## src/rtl/adc_pkg.sv

```systemverilog
// Shared types and constants for the ADC sampling controller.
// The configuration word layout matches the ADC's 6-bit serial config register.
package adc_pkg;

  localparam int unsigned FRAME_BITS   = 12;
  localparam int unsigned CFG_BITS     = 6;
  localparam int unsigned START_CYCLES = 2;

  localparam logic SD_SINGLE    = 1'b1;
  localparam logic UNI_UNIPOLAR = 1'b1;
  localparam logic SLP_NAP      = 1'b0;

  typedef enum logic [2:0] {
    IDLE,
    START,
    CONV,
    SHIFT,
    DONE
  } adc_state_e;

  // Full 12-bit din stream: config bits first, zero padding for the rest.
  function automatic logic [FRAME_BITS-1:0] cfg_word(input logic [2:0] ch);
    return {SD_SINGLE, ch[0], ch[2], ch[1], UNI_UNIPOLAR, SLP_NAP,
            {(FRAME_BITS - CFG_BITS){1'b0}}};
  endfunction

endpackage

```

## src/rtl/adc_sample_ctrl_if.sv

```systemverilog
// ADC serial pin bundle; master is the controller, slave is the converter.
interface adc_sample_ctrl_if;

  logic adc_convst;
  logic adc_sclk;
  logic adc_din;
  logic adc_dout;

  modport master (
    output adc_convst,
    output adc_sclk,
    output adc_din,
    input  adc_dout
  );

  modport slave (
    input  adc_convst,
    input  adc_sclk,
    input  adc_din,
    output adc_dout
  );

endinterface

```

## src/rtl/adc_sclk_gen.sv

```systemverilog
// SCLK divider and bit counter for the SHIFT phase; low half first, idle low.
// Strobes mark the clk edge on which SCLK rises or falls.
module adc_sclk_gen
  import adc_pkg::*;
#(
  parameter int unsigned SCLK_DIV = 2
) (
  input  logic clk,
  input  logic reset,
  input  logic en,
  output logic sclk,
  output logic rise_stb,
  output logic fall_stb,
  output logic last_bit
);

  logic [7:0] div_q, div_d;
  logic       sclk_q, sclk_d;
  logic [3:0] bit_q, bit_d;
  logic       half_end;

  always_comb begin
    half_end = en && (div_q == 8'(SCLK_DIV - 1));
    rise_stb = half_end && !sclk_q;
    fall_stb = half_end && sclk_q;
    last_bit = (bit_q == 4'(FRAME_BITS - 1));

    div_d  = div_q;
    sclk_d = sclk_q;
    bit_d  = bit_q;
    if (!en) begin
      div_d  = '0;
      sclk_d = 1'b0;
      bit_d  = '0;
    end else if (half_end) begin
      div_d  = '0;
      sclk_d = !sclk_q;
      if (sclk_q) begin
        bit_d = last_bit ? '0 : bit_q + 4'd1;
      end
    end else begin
      div_d = div_q + 8'd1;
    end
  end

  always_ff @(posedge clk) begin
    if (reset) begin
      div_q  <= '0;
      sclk_q <= 1'b0;
      bit_q  <= '0;
    end else begin
      div_q  <= div_d;
      sclk_q <= sclk_d;
      bit_q  <= bit_d;
    end
  end

  assign sclk = sclk_q;

endmodule

```

## src/rtl/adc_sample_ctrl.sv

```systemverilog
// Frame sequencer for a serial SAR ADC: CONVST pulse, conversion wait,
// 12-bit full-duplex shift, then publish the result with its channel tag.
module adc_sample_ctrl
  import adc_pkg::*;
#(
  parameter int unsigned SCLK_DIV    = 2,
  parameter int unsigned CONV_CYCLES = 80
) (
  input  logic                  clk,
  input  logic                  reset,
  input  logic                  run,
  input  logic [2:0]            ch_sel,
  adc_sample_ctrl_if.master     adc,
  output logic [FRAME_BITS-1:0] sample,
  output logic [2:0]            sample_ch,
  output logic                  sample_valid
);

  adc_state_e            state_q, state_d;
  logic [9:0]            cnt_q, cnt_d;
  logic [2:0]            ch_lat_q, ch_lat_d;
  logic [2:0]            prev_ch_q, prev_ch_d;
  logic                  first_q, first_d;
  logic [FRAME_BITS-1:0] rx_q, rx_d;
  logic [FRAME_BITS-1:0] tx_q, tx_d;
  logic                  din_q, din_d;
  logic                  convst_q, convst_d;
  logic [FRAME_BITS-1:0] sample_q, sample_d;
  logic [2:0]            sample_ch_q, sample_ch_d;
  logic                  valid_q, valid_d;

  logic                  shift_en;
  logic                  sclk_w;
  logic                  rise_stb;
  logic                  fall_stb;
  logic                  last_bit;
  logic [FRAME_BITS-1:0] cfg;

  assign shift_en = (state_q == SHIFT);

  adc_sclk_gen #(
    .SCLK_DIV (SCLK_DIV)
  ) u_sclk_gen (
    .clk      (clk),
    .reset    (reset),
    .en       (shift_en),
    .sclk     (sclk_w),
    .rise_stb (rise_stb),
    .fall_stb (fall_stb),
    .last_bit (last_bit)
  );

  always_comb begin
    cfg         = cfg_word(ch_lat_q);
    state_d     = state_q;
    cnt_d       = cnt_q;
    ch_lat_d    = ch_lat_q;
    prev_ch_d   = prev_ch_q;
    first_d     = first_q;
    rx_d        = rx_q;
    tx_d        = tx_q;
    din_d       = din_q;
    sample_d    = sample_q;
    sample_ch_d = sample_ch_q;

    unique case (state_q)
      IDLE: begin
        first_d = 1'b1;
        din_d   = 1'b0;
        if (run) begin
          state_d  = START;
          cnt_d    = '0;
          ch_lat_d = ch_sel;
        end
      end
      START: begin
        if (cnt_q == 10'(START_CYCLES - 1)) begin
          state_d = CONV;
          cnt_d   = '0;
        end else begin
          cnt_d = cnt_q + 10'd1;
        end
      end
      CONV: begin
        if (cnt_q == 10'(CONV_CYCLES - 1)) begin
          state_d = SHIFT;
          cnt_d   = '0;
          // First din bit is presented on the implicit falling edge at frame start.
          din_d   = cfg[FRAME_BITS-1];
          tx_d    = {cfg[FRAME_BITS-2:0], 1'b0};
        end else begin
          cnt_d = cnt_q + 10'd1;
        end
      end
      SHIFT: begin
        if (rise_stb) begin
          rx_d = {rx_q[FRAME_BITS-2:0], adc.adc_dout};
        end
        if (fall_stb) begin
          if (last_bit) begin
            state_d  = DONE;
            din_d    = 1'b0;
            sample_d = rx_q;
            // The result belongs to the config sent one frame earlier,
            // except when the ADC's prior config is unknown.
            sample_ch_d = first_q ? ch_lat_q : prev_ch_q;
          end else begin
            din_d = tx_q[FRAME_BITS-1];
            tx_d  = {tx_q[FRAME_BITS-2:0], 1'b0};
          end
        end
      end
      DONE: begin
        prev_ch_d = ch_lat_q;
        first_d   = 1'b0;
        if (run) begin
          state_d  = START;
          cnt_d    = '0;
          ch_lat_d = ch_sel;
        end else begin
          state_d = IDLE;
        end
      end
      default: state_d = IDLE;
    endcase

    convst_d = (state_d == START);
    valid_d  = (state_d == DONE);
  end

  always_ff @(posedge clk) begin
    if (reset) begin
      state_q     <= IDLE;
      cnt_q       <= '0;
      ch_lat_q    <= '0;
      prev_ch_q   <= '0;
      first_q     <= 1'b1;
      rx_q        <= '0;
      tx_q        <= '0;
      din_q       <= 1'b0;
      convst_q    <= 1'b0;
      sample_q    <= '0;
      sample_ch_q <= '0;
      valid_q     <= 1'b0;
    end else begin
      state_q     <= state_d;
      cnt_q       <= cnt_d;
      ch_lat_q    <= ch_lat_d;
      prev_ch_q   <= prev_ch_d;
      first_q     <= first_d;
      rx_q        <= rx_d;
      tx_q        <= tx_d;
      din_q       <= din_d;
      convst_q    <= convst_d;
      sample_q    <= sample_d;
      sample_ch_q <= sample_ch_d;
      valid_q     <= valid_d;
    end
  end

  assign adc.adc_convst = convst_q;
  assign adc.adc_sclk   = sclk_w;
  assign adc.adc_din    = din_q;
  assign sample         = sample_q;
  assign sample_ch      = sample_ch_q;
  assign sample_valid   = valid_q;

endmodule

```

## src/flat_wrapper.sv

```systemverilog
// flat-port wrapper written by rule: the top's interface ports become plain ports
module adc_sample_ctrl_flat import adc_pkg::*;
#(
  parameter int unsigned SCLK_DIV    = 2,
  parameter int unsigned CONV_CYCLES = 80
)
  (clk, reset, run, ch_sel, sample, sample_ch, sample_valid, adc_adc_convst, adc_adc_sclk, adc_adc_din, adc_adc_dout);
  adc_sample_ctrl_if adc_i ();
  input  logic clk;
  input  logic reset;
  input  logic run;
  input  logic [2:0] ch_sel;
  output logic [FRAME_BITS-1:0] sample;
  output logic [2:0] sample_ch;
  output logic sample_valid;
  output wire logic [$bits(adc_i.adc_convst)-1:0] adc_adc_convst;
  output wire logic [$bits(adc_i.adc_sclk)-1:0] adc_adc_sclk;
  output wire logic [$bits(adc_i.adc_din)-1:0] adc_adc_din;
  input wire logic [$bits(adc_i.adc_dout)-1:0] adc_adc_dout;
  assign adc_adc_convst = adc_i.adc_convst;
  assign adc_adc_sclk = adc_i.adc_sclk;
  assign adc_adc_din = adc_i.adc_din;
  assign adc_i.adc_dout = adc_adc_dout;
  adc_sample_ctrl #(.SCLK_DIV(SCLK_DIV), .CONV_CYCLES(CONV_CYCLES)) u_core (.clk(clk), .reset(reset), .run(run), .ch_sel(ch_sel), .adc(adc_i), .sample(sample), .sample_ch(sample_ch), .sample_valid(sample_valid));
endmodule
```

## config.mk

```make
export PLATFORM = sky130hd
export DESIGN_NAME = adc_sample_ctrl_flat
export DESIGN_NICKNAME = d
export VERILOG_FILES = /design/src/rtl/adc_pkg.sv /design/src/rtl/adc_sample_ctrl_if.sv /design/src/rtl/adc_sclk_gen.sv /design/src/rtl/adc_sample_ctrl.sv /design/src/flat_wrapper.sv
export SDC_FILE = /design/constraint.sdc
export NUM_CORES = 1
export LEC_CHECK = 0
export ABC_AREA = 0
export CELL_PAD_IN_SITES_DETAIL_PLACEMENT = 2
export CELL_PAD_IN_SITES_GLOBAL_PLACEMENT = 2
export CORE_UTILIZATION = 30
export CTS_CLUSTER_DIAMETER = 150
export DETAILED_ROUTE_END_ITERATION = 8
export PLACE_DENSITY = 0.8
export SYNTH_ARGS = -nofsm -noshare
export SYNTH_HDL_FRONTEND = slang
export SYNTH_SLANG_ARGS = --single-unit
```

## constraint.sdc

```tcl
create_clock -name clk -period 2.9 [get_ports clk]
set_input_delay 0.58 -clock clk [delete_from_list [all_inputs] [get_ports clk]]
set_output_delay 0.58 -clock clk [all_outputs]
set_load 0.05 [all_outputs]
```

==> After elaboration in Yosys (flattened, before gate mapping) <==
Cells that the tools add are included.
{ "totals": {"output_inout_bits": 19, "elab_cells": 74, "register_bits": 75, "input_bits": 7} }
{ "op_classes": {"bitwise_logic": 1, "n_reduce_logical": 19, "eq_ne": 14, "n_mux": 22, "n_addsub": 3} }
{ "op_table": {"columns": ["operator", "n"], "rows": [
  ["$mux 12", 3],
  ["$mux 10", 3],
  ["$pmux 10 s3", 1],
  ["$pmux 12 s2", 1],
  ["$mux 3", 6],
  ["$pmux 3 s5", 1],
  ["$add 10x1->10 const B", 1],
  ["$eq 10x1->1 const B", 1],
  ["$eq 10x7->1 const B", 1],
  ["$add 8x1->8 const B", 1],
  ["$eq 8x1->1 const B", 1],
  ["$reduce_and 2->1", 4],
  ["$eq 3x1->1 const B", 2],
  ["$eq 3x2->1 const B", 2],
  ["$eq 3x3->1 const B", 2],
  ["$ne 2x1->1 const B", 3],
  ["$reduce_and 3->1", 2],
  ["$reduce_bool 3->1", 2],
  ["$add 4x1->4 const B", 1],
  ["$eq 4x4->1 const B", 1],
  ["$mux 1", 4],
  ["$mux 4", 1],
  ["$reduce_and 4->1", 1],
  ["$reduce_bool 2->1", 2],
  ["9 further kinds", 12]
]} }

==> Depth between registers and ports, before layout <==
Gate-level depths: netlist of the first run.
{ "logic_depth": {"word_depth": 6, "depth_mapped": 9, "depth_no_buf": 7} }

==> Modules after synthesis <==
A second synthesis of the first run with hierarchy kept.
{ "unflattened": {"hier_cells": 303, "hier_area_um2": 2832.7} }
{ "by_module_without_submodules": {"columns": ["module", "cells_each", "instances", "area_each_um2", "seq_area_each_um2"], "rows": [
  ["adc_sample_ctrl", 234, 1, 2217.1, 1081.0],
  ["adc_sclk_gen", 69, 1, 615.6, 260.2]
]} }

==> Worst setup path after synthesis of the first run <==
OpenSTA, ideal clock, no wires.
{ "synth_timing": {"path_type": "register -> register", "startpoint": "register u_core.u_sclk_gen.sclk_q (netlist: u_core.u_sclk_gen.sclk)", "endpoint": "register u_core.sample_ch_q[0] (netlist: u_core.sample_ch[0])", "path_slack_ps": 1090, "required_ps": 2814, "setup_time_ps": 86, "arrival_time_ps": 1724, "n_path_buf": 2, "synth_period_minus_slack_ps": 1810, "stages_incl_launch_ff": 8, "cell_sequence": "dfxtp_1 > and4b_1 > and3_1 > buf_2 > and2_1 > buf_4 > nor2_1 > a211oi_1"} }
{ "synth_between": {"elab_chain_len": 2} }
{ "synth_lines": {"columns": ["item", "line_no", "source"], "rows": [
  ["start, declared", "adc_sclk_gen.sv:18", "logic sclk_q, sclk_d;"],
  ["start signal, assigned", "adc_sclk_gen.sv:53", "sclk_q <= sclk_d;"],
  ["$logic_and 1x1->1", "adc_sclk_gen.sv:25", "fall_stb = half_end && sclk_q;"],
  ["$reduce_and 3->1 (no line)", null, null],
  ["end signal, assigned", "adc_sample_ctrl.sv:156", "sample_ch_q <= sample_ch_d;"],
  ["end, declared", "adc_sample_ctrl.sv:29", "logic [2:0] sample_ch_q, sample_ch_d;"]
]} }
No other way between the ends.
A chain may end at the register's enable or synchronous reset.

==> Worst setup path in the final report of the first run <==
{ "layout_timing": {"startpoint": "register u_core.state_q[2]", "endpoint": "register u_core.rx_q[8]"} }
{ "layout_between": {"elab_chain_len": 4} }
{ "layout_lines": {"columns": ["item", "line_no", "source"], "rows": [
  ["start, declared", "adc_sample_ctrl.sv:19", "adc_state_e state_q, state_d;"],
  ["start signal, assigned", "adc_sample_ctrl.sv:146", "state_q <= state_d;"],
  ["$eq 3x2->1 *", "adc_sample_ctrl.sv:39, adc_sample_ctrl.sv:66", null],
  ["$logic_and 1x1->1", "adc_sclk_gen.sv:23", "half_end = en && (div_q == 8'(SCLK_DIV - 1));"],
  ["$logic_and 1x1->1", "adc_sclk_gen.sv:24", "rise_stb = half_end && !sclk_q;"],
  ["$reduce_and 2->1 (no line) *", null, null],
  ["end signal, assigned", "adc_sample_ctrl.sv:151", "rx_q <= rx_d;"],
  ["end, declared", "adc_sample_ctrl.sv:24", "logic [FRAME_BITS-1:0] rx_q, rx_d;"]
]} }
Every way passes the cells marked *; elsewhere a longest branch is shown, timed or not.

==> run metrics, run 1 <==
outcome completed; Setup-failing EPs final 0; WP data required 3120 ps; DR iter-0 viols 45; Clk network pwr share 44.3%; clk sinks 67; post-synth top area share 46.65%; Comb pwr share 10.9%; Setup Fix Bufs, Post-CTS 0; Slew Limit Fails 0; syn nets 336; initial antenna violation count 0; diode count 0; total track usage 15.85%; Root Driver clkbuf_8; PwrDens 632.7 nW/um^2; Max-slew headroom 51.74%; Final Hold Viols 0; DR WL/cell 15.14 microns; clock network latency to the later pin of the worst-skew pair 340 ps; Synth Register Bits 67; post-route ant nets 0; filler cell count 1056; kind of end point of the critical path flop; die span in y 99.90 microns; Mean Syn Cell Area 8.874 sq um; cts hold-fix bufs 0; post-DP HPWL 5.149 mm; number of remaining DRC errors 0; Die W 99.90 microns; Max Clock Skew 11.32 ps; Num CTS Buffers 9; r2r setup slk 660 ps; Synth area leaders dfxtp_1 47%, mux2i_1 6.6%, nor2_1 6.5%; Resized Gates After CTS 0; Hold WC Path Type reg2reg; Port-buffer cells 25; largest net degree at the start of global routing 36; Tmin final 2236 ps; final core utilization 37.33%; CTS tree built; Worst R2R End u_core.rx_q[8]; Critical Path Start Type flop; post-synth cell types 43; RSZ-0062 raised after global routing no; Synth Flop Type dfxtp_1; final worst-path cycle share 77.12%; Worst Tran Pin Value 724.0 ps; DRT Pass-1 Iters 4; cell-internal power 0.001622 W; setup TNS 0 ps; peak supply drop 0.0002441 V; CP arrival 2450 ps; routed vias 2352; final wirelength 7.299 mm; Final #Nets 360; fmax 447.1 MHz; row count 35; post-synthesis cell type with the largest combined area dfxtp_1; Starting Density 30.97%; Yosys warnings 0; CTS clk-pin slew, worst paths 80 ps; critical path type reg2reg; grt ovf 0; layout cells sized above 1 8.782%; vias in the first global route 2543; crit path from u_core.state_q[2]; leakage 1.304 nW; vias per cell 4.880; die area 9980 sq um; worst r2r src u_core.state_q[2]; Critical path destination u_core.rx_q[8]; sequential-to-total area share from yosys stat 46.65%; area grow syn2layout 20.54%; cell count after synthesis 324; Core ar. 9284 sq um; H-tree Lvls 3; number of enable flip-flop cells after synthesis 0; Seq pwr share 44.8%; Max Buffers Root-to-Sink 2; crit path max fanout 12; Net Sw Power 0.0005706 W; Syn Std Cell Area 2875 sq um; max-cap violations 0; Placer Congestion 0.8016; Post-synth ARST share 0%; I/O pin cnt 26; first-pass GRT wire length 12.40 mm; Switching Share 26.02%; Worst R2R Path Depth 5
power groups by stage:
stage / sequential (W) / clock [W] / combinational, W
2_1_floorplan: 0.000998 / 0 / 0.000175
3_3_place_gp: 0.00100 / 0 / 0.000230
3_5_place_dp: 0.00100 / 0 / 0.000237
4_1_cts: 0.000982 / 0.000992 / 0.000241
5_1_grt: 0.000986 / 0.00104 / 0.000261
6_report: 0.000982 / 0.000971 / 0.000239
critical path, cell delays in order (launching register included):
cell	delay, ps
dfxtp_1	630
and2b_4	280
nand2_1	210
or3_1	620
mux2i_1	300
nor2_1	70
synthesized netlist by cell type (2+ instances only):
library cell / count
o311ai_0: 2
nor3_1: 7
clkbuf_1: 7
nand2_1: 43
buf_2: 5
dfxtp_1: 67
a311oi_1: 6
nor2_1: 50
o21ai_0: 4
and3_1: 8
xor2_1: 11
buf_6: 2
inv_1: 7
xnor2_1: 5
nand3_1: 20
a211oi_1: 3
nand4_1: 5
buf_4: 2
a21oi_1: 23
or3_1: 2
ha_1: 5
mux2i_1: 19
state kept, by name, indices dropped and copies added (netlist names), 3 cells and up:
name / flops
u_core.state_q: 3
u_core.sample: 12
u_core.sample_ch: 3
u_core.u_sclk_gen.div_q: 8
u_core.ch_lat_q: 3
u_core.cnt_q: 10
u_core.tx_q: 4
u_core.u_sclk_gen.bit_q: 4
u_core.prev_ch_q: 3
u_core.rx_q: 12
worst min path at each step:
stage / start / endpoint / slack [ps] / depth (start not counted)
floorplan: u_core.rx_q[11] / u_core.sample[11] / 430 / 2
global placement: u_core.sample[11] / u_core.sample[11] / 440 / 2
detailed placement: u_core.sample[3] / u_core.sample[3] / 450 / 2
CTS: u_core.sample[3] / u_core.sample[3] / 460 / 2
global route: u_core.prev_ch_q[0] / u_core.prev_ch_q[0] / 490 / 2
finish: u_core.sample[3] / u_core.sample[3] / 460 / 2
final cells by class:
class                      instances  area (sq um)  area share (%)
tap                              129         161.4           4.657
clock inverter                     6         112.6           3.249
timing repair buffer              30         287.8           8.303
sequential                        67          1341           38.70
clock buffer                      10         137.6           3.971
multi-input combinational        233          1399           40.36
inverter                           7         26.28          0.7581
cell usage in the layout, fill, tap and decap left out, types with 6 or more instances in the layout:
cell type         n
dfxtp_1          67
nor2_1           50
nand2_1          43
clkdlybuf4s50_1  25
a21oi_1          23
nand3_1          20
mux2i_1          19
xor2_1           11
clkbuf_8         10
and3_1            8
inv_1             7
nor3_1            7
a311oi_1          6
kinds of logic after synthesis:
kind of cell,Yosys count,synth area share (%)
AO/OA/AOI/OAI,46,10.75
flip-flops,67,46.65
multiplexers,19,6.614
AND/OR/NAND/NOR,147,24.24
buffers and inverters,24,4.700
adder cells (fa/ha/maj),5,2.176
XOR/XNOR,16,4.874
layer usage:
metal | vias to the layer above | wire length, microns | global-route usage, %
met5 | - | 0 | 0
met4 | 0 | 85 | 4.751
met3 | 8 | 186 | 4.178
met2 | 27 | 3687 | 27.90
met1 | 1161 | 3339 | 18.85
li1 | 1156 | - | -
metrics by stage:
step	worst slack [ps]	hold WS (ps)	total power (W)	cells	instance area, sq um
3_3_place_gp	682.2	443.1	0.001231	466	3216
3_5_place_dp	587.1	451.5	0.001240	466	3216
5_1_grt	473.8	492.1	0.002289	482	3466
6_report	663.5	457.2	0.002193	482	3466
4_1_cts	671.0	462.6	0.002215	482	3466
2_1_floorplan	1090	431.5	0.001173	324	2875
(Power assumes the default switching activity.)
==> inputs of run 2 (changes only) <==
Clock period 2.9 ns to 2.2 ns, I/O delays scaled along.
==> run metrics, run 2 (same netlist as run 1, synthesis figures left out) <==
vias in the first global route 2652; clock network latency to the later pin of the worst-skew pair 350 ps; cell-internal power 0.002172 W; total track usage 17.08%; DR WL/cell 15.64 microns; Seq pwr share 43.4%; outcome completed; Port-buffer cells 25; Switching Share 26.64%; final wirelength 7.646 mm; Worst Tran Pin Value 506.0 ps; Hold WC Path Type reg2reg; fmax 478.4 MHz; Setup-failing EPs final 0; Net Sw Power 0.0007889 W; Final #Nets 367; die span in y 99.90 microns; Root Driver clkbuf_8; RSZ-0062 raised after global routing no; largest net degree at the start of global routing 39; max-cap violations 0; first-pass GRT wire length 13.26 mm; crit path max fanout 5; PwrDens 840.2 nW/um^2; Max Clock Skew 17.35 ps; Placer Congestion 0.7842; Core ar. 9284 sq um; Slew Limit Fails 0; Worst Setup Slack, final 109.8 ps; peak supply drop 0.0002634 V; cell family with most CP delay buffers and inverters; Cell Chain, Critical Path clkdlybuf4s50_1; H-tree Lvls 3; total chip power 0.002961 W; leakage 1.340 nW; post-DP HPWL 5.368 mm; hold path depth 2; Crit path depth 1; DRT Pass-1 Iters 4; Comb pwr share 12.7%; commonest non-fill, non-tap cell in the layout dfxtp_1; setup TNS 0 ps; Clk network pwr share 43.9%; row count 35; most frequent cells in the layout 67 x dfxtp_1, 50 x nor2_1, 43 x nand2_1, 25 x clkdlybuf4s50_1, 23 x a21oi_1; critical path type reg2out; die area 9980 sq um; number of remaining DRC errors 0; routed vias 2435; slowest cell on the critical path clkdlybuf4s50_1; CTS tree built; layout cells sized above 1 11.11%; pre-CTS setup slack 26.89 ps; Worst R2R Path Depth 6; Die W 99.90 microns; vias per cell 4.980; filler cell count 1023; Num CTS Buffers 9; Max Buffers Root-to-Sink 2; post-route ant nets 0; CP peak stage delay 850 ps; cts hold-fix bufs 0; CTS clk-pin slew, worst paths 80 ps; Setup Fix Bufs, Post-CTS 0; Starting Density 30.97%; DR iter-0 viols 86; clk sinks 67; final worst-path cycle share 95.01%; Critical Path Start Type flop; diode count 0; Worst Path Buf+Inv 1; Max-slew headroom 66.16%; initial antenna violation count 0; grt ovf 0; CP arrival 1650 ps; I/O pin cnt 26; area grow syn2layout 22.58%; WP data required 1760 ps; Tmin final 2090 ps; Resized Gates After CTS 0; Final Hold Viols 0; kind of end point of the critical path output port
run 2: cell count changes in the layout (fill, tap and decap cells not counted):
cell	delta
or3_4	+1
and3_1	-1
and3_2	+1
or3_1	-1
buf_4	+7
run 2: path summary, 6_finish.rpt:
kind	startpoint	end	slack, ps
hold reg to reg	u_core.sample[11]	u_core.sample[11]	460
setup / recovery	u_core.u_sclk_gen.sclk	adc_adc_sclk	110
hold / removal	u_core.sample[11]	u_core.sample[11]	460
setup reg to reg	u_core.u_sclk_gen.div_q[0]	u_core.tx_q[10]	240
run 2: stage by stage:
step	hold WS [ps]	cells	util [%]	instance area, sq um
4_1_cts	463.1	489	37.90	3518
3_5_place_dp	451.7	473	35.20	3268
2_1_floorplan	431.5	324	-	2875
6_report	458.5	489	37.96	3525
5_1_grt	478.6	489	37.96	3525
3_3_place_gp	441.7	473	35.20	3268
run 2: worst min-delay path: stages (launching register included):
cell	delay, ps
dfxtp_1	310
nand2_1	50
a21oi_1	50
run 2: cell type report:
class,instances,area (sq um),share of cell area [%]
clock buffers,10,137.6,3.905
clock inverters,6,112.6,3.195
inverters,7,26.28,0.7455
multi-input cells,233,1405,39.87
flip-flops and latches,67,1341,38.05
well taps,129,161.4,4.579
repair buffers,37,340.3,9.656
run 2: routing by layer:
metal	up-vias	track usage [%]	part of all wire, %
li1	1179	-	-
met1	1216	20.53	46
met2	34	29.66	50
met3	6	4.248	2.8
met4	0	5.882	1.2
met5	-	0	0
run 2: power groups by stage:
stage	Combinational, W	Clock, W	Sequential, W
after floorplan	0.000231	0	0.00132
after global placement	0.000358	0	0.00131
after detailed placement	0.000375	0	0.00131
after CTS	0.000378	0.00133	0.00129
after global routing	0.000407	0.00139	0.00129
final	0.000375	0.00130	0.00129
